`src/rtl/mem_arbiter_pkg.sv`:
```
// Shared constants for the data-memory arbiter family: FSM encodings,
// default sizing and the timeout counter width helper.
package mem_arbiter_pkg;

  localparam logic [0:0] ARB_IDLE = 1'b0;
  localparam logic [0:0] ARB_BUSY = 1'b1;

  localparam int DEF_N_CORES = 4;
  localparam int DEF_TIMEOUT = 255;
  localparam int WORD_W      = 32;

  // Counter must hold TIMEOUT and is never narrower than 8 bits.
  function automatic int cnt_width(input int timeout);
    cnt_width = ($clog2(timeout + 1) < 8) ? 8 : $clog2(timeout + 1);
  endfunction

endpackage

```
`src/rtl/mem_arbiter_rr_picker.sv`:
```
// Combinational round-robin picker: first requester found searching upward
// from last_i+1, wrapping modulo N.
module rr_priority_picker
  import mem_arbiter_pkg::*;
#(
  parameter int N = DEF_N_CORES
) (
  input  logic [N-1:0]         req_i,
  input  logic [$clog2(N)-1:0] last_i,
  output logic [$clog2(N)-1:0] grant_o,
  output logic                 valid_o
);

  localparam int GW = $clog2(N);

  logic [GW-1:0] cand_s;

  // Scan farthest-first so the nearest requester after last_i overwrites.
  always_comb begin
    grant_o = '0;
    valid_o = 1'b0;
    cand_s  = '0;
    for (int k = N; k >= 1; k--) begin
      cand_s  = GW'((int'(last_i) + k) % N);
      grant_o = req_i[cand_s] ? cand_s : grant_o;
      valid_o = valid_o | req_i[cand_s];
    end
  end

endmodule

```
`src/rtl/mem_arbiter.sv`:
```
// Round-robin arbiter sharing one single-outstanding data-memory port among
// N_CORES cores; stalls losers via core_mem_wait and flags memory timeouts.
module mem_arbiter
  import mem_arbiter_pkg::*;
#(
  parameter int N_CORES = DEF_N_CORES,
  parameter int TIMEOUT = DEF_TIMEOUT
) (
  input  logic                       clk,
  input  logic                       rst,
  input  logic [N_CORES-1:0]         core_mem_read,
  input  logic [N_CORES-1:0]         core_mem_write,
  input  logic [N_CORES*32-1:0]      core_mem_addr,
  input  logic [N_CORES*32-1:0]      core_mem_data_w,
  output logic [N_CORES*32-1:0]      core_mem_data_r,
  output logic [N_CORES-1:0]         core_mem_wait,
  output logic                       mem_req,
  output logic                       mem_we,
  output logic [31:0]                mem_addr,
  output logic [31:0]                mem_wdata,
  input  logic [31:0]                mem_rdata,
  input  logic                       mem_ready,
  output logic [$clog2(N_CORES)-1:0] grant,
  output logic                       err
);

  localparam int GW    = $clog2(N_CORES);
  localparam int CNT_W = cnt_width(TIMEOUT);

  logic [0:0]       state_q, state_d;
  logic [GW-1:0]    grant_q, grant_d;
  logic [GW-1:0]    last_q, last_d;
  logic             mem_req_q, mem_req_d;
  logic             mem_we_q, mem_we_d;
  logic [31:0]      addr_q, addr_d;
  logic [31:0]      wdata_q, wdata_d;
  logic [CNT_W-1:0] cnt_q, cnt_d;
  logic             err_q, err_d;

  logic [N_CORES-1:0] req_s;
  logic [GW-1:0]      pick_s;
  logic               pick_valid_s;
  logic               busy_s;

  assign req_s  = core_mem_read | core_mem_write;
  assign busy_s = (state_q == ARB_BUSY);

  rr_priority_picker #(.N(N_CORES)) u_picker (
    .req_i   (req_s),
    .last_i  (last_q),
    .grant_o (pick_s),
    .valid_o (pick_valid_s)
  );

  // Next-state logic: grant in IDLE, hold the committed access in BUSY.
  always_comb begin
    state_d   = state_q;
    grant_d   = grant_q;
    last_d    = last_q;
    mem_req_d = mem_req_q;
    mem_we_d  = mem_we_q;
    addr_d    = addr_q;
    wdata_d   = wdata_q;
    cnt_d     = cnt_q;
    err_d     = err_q;
    case (state_q)
      ARB_IDLE: begin
        if (pick_valid_s) begin
          state_d   = ARB_BUSY;
          grant_d   = pick_s;
          mem_req_d = 1'b1;
          mem_we_d  = core_mem_write[pick_s];
          addr_d    = core_mem_addr[int'(pick_s)*WORD_W +: WORD_W];
          wdata_d   = core_mem_data_w[int'(pick_s)*WORD_W +: WORD_W];
        end else begin
          state_d   = ARB_IDLE;
          mem_req_d = 1'b0;
        end
      end
      ARB_BUSY: begin
        if (mem_ready) begin
          state_d   = ARB_IDLE;
          mem_req_d = 1'b0;
          last_d    = grant_q;
          cnt_d     = '0;
        end else begin
          // Saturate so a stuck memory cannot wrap the counter.
          if (cnt_q < CNT_W'(TIMEOUT)) begin
            cnt_d = cnt_q + CNT_W'(1);
          end else begin
            cnt_d = cnt_q;
          end
          if (cnt_q >= CNT_W'(TIMEOUT - 1)) begin
            err_d = 1'b1;
          end else begin
            err_d = err_q;
          end
        end
      end
      default: begin
        state_d   = ARB_IDLE;
        mem_req_d = 1'b0;
      end
    endcase
  end

  // State registers with synchronous reset; core 0 gets first priority.
  always_ff @(posedge clk) begin
    if (rst) begin
      state_q   <= ARB_IDLE;
      grant_q   <= '0;
      last_q    <= GW'(N_CORES - 1);
      mem_req_q <= 1'b0;
      mem_we_q  <= 1'b0;
      addr_q    <= 32'h0;
      wdata_q   <= 32'h0;
      cnt_q     <= '0;
      err_q     <= 1'b0;
    end else begin
      state_q   <= state_d;
      grant_q   <= grant_d;
      last_q    <= last_d;
      mem_req_q <= mem_req_d;
      mem_we_q  <= mem_we_d;
      addr_q    <= addr_d;
      wdata_q   <= wdata_d;
      cnt_q     <= cnt_d;
      err_q     <= err_d;
    end
  end

  // A requesting core stalls until the cycle its own access completes.
  always_comb begin
    core_mem_wait = '0;
    for (int i = 0; i < N_CORES; i++) begin
      core_mem_wait[i] = req_s[i] & ~(busy_s & (grant_q == GW'(i)) & mem_ready);
    end
  end

  assign core_mem_data_r = {N_CORES{mem_rdata}};
  assign mem_req         = mem_req_q;
  assign mem_we          = mem_we_q;
  assign mem_addr        = addr_q;
  assign mem_wdata       = wdata_q;
  assign grant           = grant_q;
  assign err             = err_q;

endmodule
```
`config.mk`:
```
export PLATFORM = sky130hd
export DESIGN_NAME = mem_arbiter
export DESIGN_NICKNAME = d
export VERILOG_FILES = /design/src/rtl/mem_arbiter_pkg.sv /design/src/rtl/mem_arbiter_rr_picker.sv /design/src/rtl/mem_arbiter.sv
export SDC_FILE = /design/constraint.sdc
export NUM_CORES = 1
export LEC_CHECK = 0
export BUFFER_PORTS_ARGS = -buffer_cell sky130_fd_sc_hd__buf_2
export CAP_MARGIN = 20
export CORE_AREA = 2 2 195 197
export CTS_CLUSTER_SIZE = 16
export DETAILED_ROUTE_END_ITERATION = 12
export DIE_AREA = 0 0 197 199
export PLACE_DENSITY = 0.46
export SYNTH_ARGS = -nofsm -noshare
export SYNTH_HDL_FRONTEND = slang
export SYNTH_SLANG_ARGS = --single-unit
```
`constraint.sdc`:
```
create_clock -name clk -period 4.65 [get_ports clk]
set_input_delay 0.465 -clock clk [delete_from_list [all_inputs] [get_ports clk]]
set_output_delay 0.465 -clock clk [all_outputs]
set_load 0.03 [all_outputs]
```
Yosys cells after proc, flatten, opt, wreduce, memory -nomap -nowiden
Index checks and enable logic that the tools add are counted.
Widths: inputs -> output; s select.
{ "totals": {"out_inout_bits": 201, "word_cells": 76, "reg_bits": 80} }
{ "classes": {"n_lt_le_gt_ge": 7, "n_reduce_logical": 6, "bitwise_logic": 22, "n_mux": 21, "n_eq_ne": 4, "add_sub_neg": 5, "shifts": 2} }
{ "ops": {"columns": ["operator", "count"], "rows": [
  ["$shiftx 128x8->32", 2],
  ["$mux 8", 2],
  ["$lt 2x3->1 const B", 5],
  ["$and 1x1->1", 12],
  ["$bmux 1 s2", 5],
  ["$add 8x1->8 const B", 1],
  ["$ge 8x8->1 const B", 1],
  ["$lt 8x8->1 const B", 1],
  ["$mux 1", 8],
  ["$mux 2", 4],
  ["$not 1->1", 6],
  ["$reduce_and 2->1", 3],
  ["$add 2x1->2 const B", 2],
  ["$add 2x2->2 const B", 2],
  ["$eq 2x2->1 const B", 2],
  ["$or 4x4->4", 1],
  ["$pmux 1 s2", 2],
  ["$or 1x1->1", 3],
  ["$reduce_and 3->1", 1],
  ["$eq 2x1->1 const B", 1],
  ["$logic_not 2->1", 1],
  ["$ne 2x2->1 const B", 1],
  ["$reduce_bool 2->1", 1]
]} }

Logic depth before layout (Yosys ltp)
{ "depth": {"word_depth": 9, "mapped_depth": 8} }

By module
From an unflattened synthesis, not the netlist that was laid out.
{ "unflattened": {"cells_unflattened": 594, "hier_area_um2": 5615.4} }
{ "by_module_without_submodules": {"columns": ["module", "area_per_inst_um2", "cells_each", "n_inst"], "rows": [
  ["mem_arbiter", 5524.0, 580, 1],
  ["rr_priority_picker", 91.3, 14, 1]
]} }

Worst setup path after synthesis
Ideal clock, no wire load.
{ "synth_timing": {"path_type": "input to register", "start": "input core_mem_read[0]", "end": "register addr_q[0], in the netlist mem_addr[0]", "cell_stages": 7, "arrival_ns": 1.932, "path_buffers": 2, "setup_ns": 0.130, "path_slack_ns": 2.588, "cell_sequence": "or4_4 a32oi_4 nand2_2 buf_2 buf_2 a211oi_1 o31ai_1"} }
{ "synth_via": {"elab_chain_len": 8, "word_cells_on_any_way": 18, "classes_between": "1 x shift; 12 x mux; 4 x bitwise; 1 x reduce/logical"} }
{ "synth_lines": {"columns": ["item", "line_no", "text"], "rows": [
  ["start, declared", "mem_arbiter.sv:11", "input logic [N_CORES-1:0] core_mem_read,"],
  ["$or 4x4->4 (*)", "mem_arbiter.sv:45", "assign req_s = core_mem_read | core_mem_write;"],
  ["$bmux 1 s2", "mem_arbiter_rr_picker.sv:25, mem_arbiter_rr_picker.sv:26", null],
  ["$mux 1 (implied by the code)", "mem_arbiter_rr_picker.sv:25, mem_arbiter_rr_picker.sv:26", null],
  ["$mux 2 (4 in a row)", "mem_arbiter_rr_picker.sv:25", "grant_o = req_i[cand_s] ? cand_s : grant_o;"],
  ["$shiftx 128x8->32", "mem_arbiter.sv:73", "addr_d = core_mem_addr[int'(pick_s)*WORD_W +: WORD_W];"],
  ["end signal, assigned", "mem_arbiter.sv:125", "addr_q <= addr_d;"],
  ["end, declared", "mem_arbiter.sv:35", "logic [31:0] addr_q, addr_d;"]
]} }
Every way passes the cells marked *; elsewhere a longest branch is shown, timed or not. The select of a mux whose other input is x is not followed.
A chain may end at the register's enable or synchronous reset.

Worst setup path after layout
{ "layout_timing": {"start": "register last_q[1]", "end": "register addr_q[4], in the netlist mem_addr[4]"} }
{ "layout_via": {"elab_chain_len": 8, "word_cells_on_any_way": 21, "classes_between": "4 x add/sub; 1 x shift; 12 x mux; 3 x bitwise; 1 x reduce/logical"} }
{ "layout_lines": {"columns": ["item", "line_no", "text"], "rows": [
  ["start, declared", "mem_arbiter.sv:32", "logic [GW-1:0] last_q, last_d;"],
  ["start signal, assigned", "mem_arbiter.sv:112", "last_q <= GW'(N_CORES - 1);"],
  ["start signal, assigned", "mem_arbiter.sv:122", "last_q <= last_d;"],
  ["$add 2x1->2", "mem_arbiter_rr_picker.sv:24", "cand_s = GW'((int'(last_i) + k) % N);"],
  ["$bmux 1 s2", "mem_arbiter_rr_picker.sv:25, mem_arbiter_rr_picker.sv:26", null],
  ["$mux 1 (implied by the code)", "mem_arbiter_rr_picker.sv:25, mem_arbiter_rr_picker.sv:26", null],
  ["$mux 2 (4 in a row)", "mem_arbiter_rr_picker.sv:25", null],
  ["$shiftx 128x8->32", "mem_arbiter.sv:73", null]
]} }
Parallel ways exist; a longest one is shown, timed or not. The select of a mux whose other input is x is not followed.

==> results_dict.tcl <==
set metrics [dict create \
    post-synth-top-area-fraction 0.2660 \
    slowest_stage "dfxtp_1" \
    avgRoutedWirePerCell_um 18.93 \
    post_layout_cell_count 1398 \
    diodes 0 \
    reg2reg_launch_point "last_q[1]" \
    post_route_cells_drive_above_1_share 0.4069 \
    power.ir.vdd_worst_v 0.0001438 \
    setup-violations-final 0 \
    core_area_sq_um 37130 \
    outcome "finished, final reports clean" \
    dominantRegCellSynth "dfxtp_1" \
    number_of_buffers_added_by_the_clock_tree_synthesis_step 9 \
    cp-endpoint "mem_addr[4]" \
    dr_total_vias 6284 \
    synth.lib_cells_used.distinct 47 \
    path_class "reg -> reg" \
    cts_hold_buf 0 \
    syn_to_final_growth_pct 23.59 \
    path_delay_family "compound AO/OA/AOI/OAI gates" \
    first_iter_violations 252 \
    hold_path_class "in -> reg" \
    cells_along_the_critical_path "o21ai_1 -> a21oi_4 -> buf_4 -> nand2_4 -> buf_12 -> a211oi_1 -> buf_4 -> o31ai_1" \
    die_height_um 199 \
    reg2reg_to "mem_addr[4]" \
    detail_route.drc_violations 0 \
    syn_inst 762 \
    layout_commonest_cell "buf_2" \
    synthesis.area_per_instance_sq_um 7.901 \
    ys_seq_area_frac 0.2660 \
    cp_num_buf_inv 3 \
    row_count 71 \
    placed_cell_area_sq_um 7153 \
    timing.final.hold_violations 0 \
    cp_slowest_stage_delay_ps 640 \
    initial_utilization 0.1621 \
    post-route-min-period_ps 3207 \
    cts.repair_timing.setup_buffer_count 0 \
    worst-slew-pin-transition_ps 956.0 \
    drt_wl_total_um 26460 \
    pin_count 500 \
    vias_per_cell 4.495 \
    fillCellCount 4245 \
    mostFrequentLayoutCells "buf_2, a211oi_1, and3_1, dfxtp_1, nand2_1" \
    p_per_area_nw_per_um2 323.0 \
    synthArstFlopShare 0 \
    max-slew-margin-rel 0.3626 \
    worst-path-max-fanout 82 \
    synth_nets 1063 \
    post-route-util 0.2004 \
    min_from "core_mem_data_w[10]" \
    grt_max_degree 130 \
    count_of_antenna_violating_nets_left_after_detailed_routing 0 \
    cap_violations 0 \
    worst_clock_skew_ps 10.79 \
    synth_enable_flop_cells 0 \
    timing.setup.tns_ps 0 \
    mappedNetlistArea_sq_um 6021 \
    crit_top_cell "buf_4" \
    chipWidth_um 197 \
    netlist.top_cell.by_area "dfxtp_1" \
    path_clk_slew_ps 70 \
    dp_hpwl_um 19360 \
    worstRegToRegCells 8 \
    clock_insertion_delay_worst_skew_ps 370 \
    endpoint_kind "flip-flop" \
    maxClockFrequency_mhz 311.8 \
    fraction_of_the_cycle_the_final_worst_path_needs 0.6896 \
    r2r_slack_ps 1440 \
    clock_tree_from_tritoncts "built" \
    drtPass1Iterations 4 \
    antenna_found_initial 0 \
    flip_flop_and_latch_count_after_synthesis 80 \
    floorplan.die_area_sq_um 39200 \
    critical_path.startpoint "last_q[1]" \
    first_pass_grt_wire_length_um 37780 \
    rsz0062_at_grt "no" \
    design.final.nets 1220 \
    grt_overflow 0 \
    cts_htree_levels 3 \
    cts_num_sinks 80 \
    crit_required_ps 4880 \
    via_count_of_the_first_global_routing_pass 6090 \
    track_usage 0.1285 \
    gp_congestion 0.7847 \
    cts.path.max_buffers 2 \
    clock_tree.root_cell "clkbuf_16" \
    final_number_of_max_transition_violations 0 \
    leakagePower_nw 3.462 \
    port_buffers 339 \
    critPathLaunchType "flip-flop" \
    design_area_sq_um 7441 \
    dp_cells 1382 \
    cts.repair.resized 0 \
    synthesis.yosys.warnings 0 \
    worstSetupPathDepth 8 \
    synthTopCellsByArea "dfxtp_1, buf_4, a211oi_1, and3_1, o31ai_1" \
    worst_ep_arrival_time_ps 3430 \
]
-- per-layer routing --
| metal | up-vias | share of wire | track usage |
|---|---|---|---|
| li1 | 3024 | - | - |
| met1 | 2892 | 0.41 | 0.1546 |
| met2 | 344 | 0.49 | 0.2193 |
| met3 | 24 | 0.078 | 0.03798 |
| met4 | 0 | 0.018 | 0.04094 |
| met5 | - | 0 | 0 |
-- sequential cells by signal, summed over array words and instances (netlist names) --
register / flops
busy_s: 1
cnt_q: 8
mem_we: 1
mem_wdata: 32
grant: 2
mem_req: 1
last_q: 2
mem_addr: 32
err: 1
-- stage by stage --
step           setup slack [ps]  hold WS [ps]  power, mW
2_1_floorplan              2588         477.6      1.564
3_3_place_gp              826.4         430.5      1.687
3_5_place_dp               1318         433.5      1.692
4_1_cts                    1457         389.0      2.458
5_1_grt                    1230         408.4      2.555
6_report                   1443         417.1      2.403
-- layout make-up --
type,count,area (sq um),share of cell area
clock buffers,10,239.0,0.03212
clock inverters,6,48.80,0.006558
inverters,5,18.77,0.002522
multi-input cells,476,3146,0.4227
flip-flops and latches,80,1602,0.2152
well taps,474,593.1,0.07970
repair buffers,347,1794,0.2411
-- power breakdown --
group          internal [mW]  switching, mW
sequential             0.763         0.0428
combinational          0.307          0.553
clock                  0.383          0.355
-- worst reg2reg max path: cells and delay by family, from the launching register on --
kind            cells  cell delay, ps
compound gates      4            1080
buf+inv             3             960
flops               1             640
simple gates        1             400
-- how the worst min path moves through the flow --
stage,to,cells past startpoint
finish,mem_wdata[10],3
detailed placement,mem_wdata[9],2
floorplan,cnt_q[1],2
global placement,mem_addr[5],2
CTS,mem_wdata[22],3
global route,mem_addr[20],3
-- cells by family (layout without fill, tap and decap cells) --
group,count (synthesis),after routing,share of synthesized area
DFF,80,80,0.2660
adders and majority gates,3,3,0.005818
and+or+nand+nor,237,237,0.2103
xor gates and xnor gates,5,5,0.007273
AOI/OAI and AO/OA,230,230,0.2878
muxes,1,1,0.001663
buffers and inverters,206,368,0.2211
-- cells in the mapped netlist, drive strengths merged, types with 2 or more instances --
| library cell | count |
|---|---|
| nor2 | 21 |
| nand3 | 2 |
| a211o | 2 |
| and2 | 2 |
| ha | 2 |
| dfxtp | 80 |
| o21ai | 2 |
| nand2 | 70 |
| inv | 5 |
| nor3b | 2 |
| and3 | 128 |
| o31ai | 64 |
| a21oi | 12 |
| a2111oi | 3 |
| nand4 | 2 |
| a211oi | 133 |
| buf | 168 |
| clkbuf | 33 |
| o21a | 2 |
| o21bai | 2 |
| nor3 | 3 |
| xnor2 | 5 |
| nor4 | 2 |
| nand2b | 3 |
No activity file was read; power rests on OpenSTA's default activity.
